File: src/rtl/wr_req_arbiter.sv
// Slave-side write-request arbiter: merges the two master write requests
// aimed at one slave into one registered request. Round-robin grant held
// until the slave acks or an optional timeout aborts the transfer.
module wr_req_arbiter #(
  parameter int ADDR_W      = 32,
  parameter int DATA_W      = 32,
  parameter int TIMEOUT_CYC = 0
) (
  input  logic              i_clk,
  input  logic              i_rst_n,
  input  logic              i_m0_req,
  input  logic [ADDR_W-1:0] i_m0_addr,
  input  logic [DATA_W-1:0] i_m0_wdata,
  output logic              o_m0_ack,
  output logic              o_m0_err,
  input  logic              i_m1_req,
  input  logic [ADDR_W-1:0] i_m1_addr,
  input  logic [DATA_W-1:0] i_m1_wdata,
  output logic              o_m1_ack,
  output logic              o_m1_err,
  output logic              o_s_req,
  output logic [ADDR_W-1:0] o_s_addr,
  output logic [DATA_W-1:0] o_s_wdata,
  output logic              o_s_mid,
  input  logic              i_s_ack
);

  // Counter only needs to reach TIMEOUT_CYC-1; with timeout disabled it
  // just wraps harmlessly.
  localparam int CNT_W = (TIMEOUT_CYC < 2) ? 1 : $clog2(TIMEOUT_CYC);
  localparam logic [CNT_W-1:0] LAST_CNT =
    CNT_W'((TIMEOUT_CYC > 0) ? (TIMEOUT_CYC - 1) : 0);

  typedef enum logic [1:0] {
    ST_IDLE = 2'd0,
    ST_BUSY = 2'd1,
    ST_DONE = 2'd2
  } state_t;

  state_t            r_state;
  logic              r_last;
  logic [CNT_W-1:0]  r_cnt;
  logic              r_s_req;
  logic [ADDR_W-1:0] r_s_addr;
  logic [DATA_W-1:0] r_s_wdata;
  logic              r_s_mid;
  logic              r_m0_ack, r_m0_err, r_m1_ack, r_m1_err;

  logic w_pick;
  logic w_tmo;

  // Winner select: contention goes to the master that did not win last;
  // otherwise whichever master is requesting (m1 iff only m1 requests).
  always_comb begin
    w_pick = 1'b0;
    if (i_m0_req && i_m1_req) w_pick = ~r_last;
    else                      w_pick = i_m1_req;
    w_tmo = (TIMEOUT_CYC > 0) && (r_cnt == LAST_CNT);
  end

  // Arbitration FSM; every output is a register updated here.
  always_ff @(posedge i_clk or negedge i_rst_n) begin
    if (!i_rst_n) begin
      r_state   <= ST_IDLE;
      r_last    <= 1'b1;
      r_cnt     <= '0;
      r_s_req   <= 1'b0;
      r_s_addr  <= '0;
      r_s_wdata <= '0;
      r_s_mid   <= 1'b0;
      r_m0_ack  <= 1'b0;
      r_m0_err  <= 1'b0;
      r_m1_ack  <= 1'b0;
      r_m1_err  <= 1'b0;
    end else begin
      r_m0_ack <= 1'b0;
      r_m0_err <= 1'b0;
      r_m1_ack <= 1'b0;
      r_m1_err <= 1'b0;
      case (r_state)
        ST_IDLE: begin
          if (i_m0_req || i_m1_req) begin
            r_s_req   <= 1'b1;
            r_s_mid   <= w_pick;
            r_s_addr  <= w_pick ? i_m1_addr  : i_m0_addr;
            r_s_wdata <= w_pick ? i_m1_wdata : i_m0_wdata;
            r_cnt     <= '0;
            r_state   <= ST_BUSY;
          end
        end
        ST_BUSY: begin
          // Ack has priority over a coincident timeout.
          if (i_s_ack) begin
            r_s_req  <= 1'b0;
            r_m0_ack <= ~r_s_mid;
            r_m1_ack <= r_s_mid;
            r_last   <= r_s_mid;
            r_state  <= ST_DONE;
          end else if (w_tmo) begin
            r_s_req  <= 1'b0;
            r_m0_err <= ~r_s_mid;
            r_m1_err <= r_s_mid;
            r_last   <= r_s_mid;
            r_state  <= ST_DONE;
          end else begin
            r_cnt <= r_cnt + 1'b1;
          end
        end
        // One dead cycle so the winner can drop req after seeing ack/err.
        ST_DONE: r_state <= ST_IDLE;
        default: r_state <= ST_IDLE;
      endcase
    end
  end

  assign o_s_req   = r_s_req;
  assign o_s_addr  = r_s_addr;
  assign o_s_wdata = r_s_wdata;
  assign o_s_mid   = r_s_mid;
  assign o_m0_ack  = r_m0_ack;
  assign o_m0_err  = r_m0_err;
  assign o_m1_ack  = r_m1_ack;
  assign o_m1_err  = r_m1_err;

endmodule
File: config.mk
export PLATFORM = sky130hd
export DESIGN_NAME = wr_req_arbiter
export DESIGN_NICKNAME = d
export VERILOG_FILES = /design/src/rtl/wr_req_arbiter.sv
export SDC_FILE = /design/constraint.sdc
export NUM_CORES = 1
export LEC_CHECK = 0
export ABC_AREA = 0
export CORE_MARGIN = 1.5
export CORE_UTILIZATION = 43
export CTS_CLUSTER_SIZE = 30
export DETAILED_ROUTE_END_ITERATION = 16
export PLACE_DENSITY = 0.89
export RECOVER_POWER = 50
export SYNTH_ARGS = -nofsm -noshare
export SYNTH_HDL_FRONTEND = slang
export SYNTH_SLANG_ARGS = --single-unit
File: constraint.sdc
create_clock -name i_clk -period 3.1 [get_ports i_clk]
set_input_delay 0.465 -clock i_clk [delete_from_list [all_inputs] [get_ports i_clk]]
set_output_delay 0.465 -clock i_clk [all_outputs]
set_load 0.02 [all_outputs]
# Yosys cells after proc, flatten, opt, wreduce, memory -nomap -nowiden
# Index checks and enable logic that the tools add are counted.
# totals
ff_bits,71
out_inout_bits,70
# classes
eq_ne,3
bitwise_logic,2
reduce_logical,8
mux,13
# ops
operator,n
two-way mux 32 bit,2
two-way mux 1 bit,7
AND reduction 2 bit,3
two-way mux 2 bit,2
"!= test 2 bit, second input constant",2
case mux 2 bit (2 select lines),1
AND reduction 3 bit,1
"== test 2 x 1 -> 1 bit, second input constant",1
logical NOT 2 bit,1
inverter 1 bit,2
case mux 1 bit (2 select lines),1
nonzero test 2 bit,1
logical AND 1 bit,1
logical OR 1 bit,1

# Depth between registers and ports, before layout
# logic_depth
depth_word,3
mapped_depth,5

# Least setup slack after synthesis
# Ideal clock, no wire load.
# synth_path
kind,input -> register
from,input i_m1_req
to,"register r_s_addr[3], in the netlist o_s_addr[3]"
t_arrival_ns,1.513
cell_stages,5
required_time_ns,2.975
setup_slack_ns,1.462
setup_ns,0.125
cell_sequence,a21bo_2 buf_6 buf_8 mux2_4 mux2_4
# synth_between
elab_chain_cells,3
word_cells_on_any_way,5
# synth_lines
item,line_no,text
"start, declared",16,"input logic i_m1_req,"
logical AND 1 bit,56,if (i_m0_req && i_m1_req) w_pick = ~r_last;
two-way mux 1 bit,56,
two-way mux 32 bit,85,r_s_addr <= w_pick ? i_m1_addr : i_m0_addr;
"end signal, assigned",85,
"end, declared",44,logic [ADDR_W-1:0] r_s_addr;
# Parallel ways exist; a longest one is shown, timed or not.
# A chain may end at the register's enable or synchronous reset.

# Final worst setup path
# layout_path
from,input i_m0_req
to,"register r_s_addr[10], in the netlist o_s_addr[10]"
# layout_between
elab_chain_cells,3
word_cells_on_any_way,5
# layout_lines
item,line_no,text
"start, declared",11,"input logic i_m0_req,"
logical AND 1 bit,56,
two-way mux 1 bit,56,
two-way mux 32 bit,85,
# Parallel ways exist; a longest one is shown, timed or not.

==> results.md <==
- Total clock sinks: 71
- Maximum ir drop on the vdd rail: 0.484 mV
- Relative slew slack: -12.8%
- Number of global-route vias before repair: 2949
- Drt wl/cell: 17.0 µm
- Fin crit period: 2.40 ns
- Number of fill cells in the layout: 629
- H-tree levels: 3
- Drt pass-1 iters: 4
- Post-route clock period utilization: 77.4%
- Total count of hold-check failures in the final report: 0
- Cell breakdown of the critical path: dlygate4sd3_1 -> nor2_1 -> nor3_4 -> clkbuf_4 -> mux2_2
- TNS Setup: 0 ns
- Pin count of the biggest net entering global routing: 72
- Effective utilization at floorplan: 44.3%
- Proportion of layout cells with a drive suffix above 1: 34.6%
- Last weighted congestion value of the routability-driven placer: 0.719
- Hold Buf Count CTS: 0
- Count of antenna diodes in the layout: 0
- Post-synthesis cell type count: 19
- Synth warnings: 0
- Core Rows: 34
- Final HPWL from detailed placement: 6.77 mm
- Via count of the routed design: 2631
- Transition at the pin with the smallest max-transition slack: 1.69 ns
- XOR/XNOR share of the synthesized area: 0%
- Post-CTS setup-driven buffer insertion count: 0
- Critical path start-end classification: in -> reg
- Slowest stage cell, crit path: clkbuf_4
- Clock tree root driver cell: clkbuf_8
- Die Wd: 97.6 µm
- Die H: 97.6 µm
- Violations in the final reports: max-capacitance violations, max-slew violations
- Post-route ant nets: 0
- Clock Skew: 0.00676 ns
- HP Class: reg -> reg
- Pre-CTS setup slack: 0.723 ns
- Boundary Pins: 203
- Share of synthesized area spent on multiplexers: 47.3%
- Static power due to leakage: 2.71 nW
- 1st-iter DRT viols: 39
- Die Area: 9520 µm²
- Area share of the largest cell type after synthesis: 45.6%
- Top post-synthesis cells by area: dfrtp_1 (46%), mux2_4 (38%), mux2_2 (8.8%)
- Adder-cell share of the synthesized area: 0%
- Synth Instances: 229
- Summed instance area of the synthesized netlist: 3840 µm²
- Routed WL: 9.21 mm
- Post-cts resize count: 0
- Critical path peak fanout: 67
- Sort of element at the start of the critical path: input pin
- TritonCTS buffer count: 9
- CP Data Required Time: 3.31 ns
- Count of unresolved DRC violations after routing: 0
- Critical path's largest stage delay: 0.94 ns
- Area overhead of the layout relative to synthesis: 57.0%
- WP data arrival: 2.61 ns
- Finish-stage setup viols: 0
- First-pass GRT wire length: 14.9 mm
- Crit end category: flip-flop
- Bufs on Longest Clock Path: 2
- Compound-cell area share of the yosys netlist: 0.651%
- Synthesized area per cell: 16.8 µm²
- Unrepaired setup endpoints after global routing: no
- Max-cap violations: 1
- Final Max Tran Viols: 72
- Register bit count reported by yosys: 71
- Power density over the cells: 900 nW/µm²
- Cell type contributing the most total cell area after synthesis: dfrtp_1
- Initial antenna violation count: 0
- Max frequency: 417 MHz
- Share of the yosys chip area belonging to registers: 46.2%
- Worst-path clk slew: 0.07 ns
- Via-to-Cell Ratio: 4.86
- Clk Latency, worst-skew pair: 0.33 ns
- Combinational family with the most area after synthesis: multiplexers
- PortBufs: 200
- Core ar.: 8680 µm²
- Min setup slack post-route: 0.700 ns
- Synthesized-area fraction occupied by and/or/nand/nor cells: 1.11%
- CTS tree: done
- GRT Residual Overflow: 0
- Result of the run: finished with violations
- GR Util All Layers: 19.6%
- Final net count: 561
final timing paths:
check                                 from             to  slack, ns  cells after the start
worst max-delay path              i_m0_req   o_s_addr[10]       0.70                      5
worst min-delay path               o_s_mid       o_m0_ack       0.46                      1
worst max register to register  r_state[1]   o_s_addr[10]       1.00                      3
worst min register to register     o_s_mid       o_m0_ack       0.46                      1
max in group asynchronous          i_rst_n  o_s_wdata[27]       1.50                      1
min in group asynchronous          i_rst_n  o_s_wdata[18]       0.57                      1
state kept, by name (all words and copies together) (netlist names):
signal	flops
o_s_mid	1
o_s_req	1
o_m1_ack	1
o_m0_ack	1
o_s_wdata	32
r_state	2
r_last	1
o_s_addr	32
power by group:
group	switching, W	internal, W	total (W)
registers	0.000259	0.00140	0.00166
logic	0.00128	0.00178	0.00306
clock network	0.000322	0.000391	0.000712
area by class of cell:
| type | instances | area (µm²) | area share [%] |
|---|---|---|---|
| well taps | 108 | 135 | 2.24 |
| clock inverters | 4 | 45.0 | 0.746 |
| flip-flops and latches | 71 | 1780 | 29.5 |
| clock buffers | 12 | 145 | 2.40 |
| repair buffers | 203 | 2020 | 33.5 |
| inverters | 2 | 7.51 | 0.124 |
| multi-input cells | 141 | 1910 | 31.6 |
per-stage QoR:
step	cells	area, µm²	total power [W]	utilization (%)	hold WS, ns
3_3_place_gp	525	5860	0.00474	67.5	0.459
5_1_grt	541	6040	0.00571	69.6	0.484
2_1_floorplan	230	3850	0.00353	-	0.169
3_5_place_dp	525	5860	0.00481	67.5	0.453
4_1_cts	541	6050	0.00555	69.7	0.289
6_report	541	6040	0.00543	69.6	0.458
cells in the mapped netlist:
cell,number
a21bo_2,1
a21o_1,2
buf_12,4
buf_2,5
buf_4,5
buf_6,1
buf_8,1
conb_1,1
dfrtp_1,70
dfstp_2,1
inv_1,2
mux2_2,30
mux2_4,98
mux2i_1,1
nand3b_1,1
nor2_1,3
nor3_2,1
nor3b_1,1
or2_2,1
layer usage:
layer	track usage (%)	routed length [µm]	vias to the layer above	part of all wire, %
met5	0	0	-	0
met4	6.37	193	0	2.1
met3	5.61	593	17	6.4
met2	35.9	4840	114	53
met1	21.8	3580	1288	39
li1	-	-	1212	-
layout by cell type (no fill, tap or decap), types with 2 or more instances in the layout:
| cell type | n |
|---|---|
| a21o_1 | 2 |
| buf_4 | 2 |
| clkbuf_1 | 2 |
| clkbuf_8 | 10 |
| clkdlybuf4s50_1 | 170 |
| clkinv_2 | 3 |
| conb_1 | 2 |
| dfrtp_1 | 70 |
| dlygate4sd3_1 | 29 |
| inv_1 | 2 |
| mux2_2 | 30 |
| mux2_4 | 98 |
| nor2_1 | 3 |
worst max-delay path: cells and delay by family:
kind / cells / cell delay, ns
simple gates: 2 / 0.18
mux: 1 / 0.42
buf+inv: 2 / 1.50
logic make-up after synthesis:
| group | Yosys count |
|---|---|
| muxes | 129 |
| DFF | 71 |
| buffers and inverters | 18 |
| and+or+nand+nor | 7 |
| AOI/OAI and AO/OA | 3 |
| other | 1 |
Note: power is estimated with default switching activity, not from simulation.
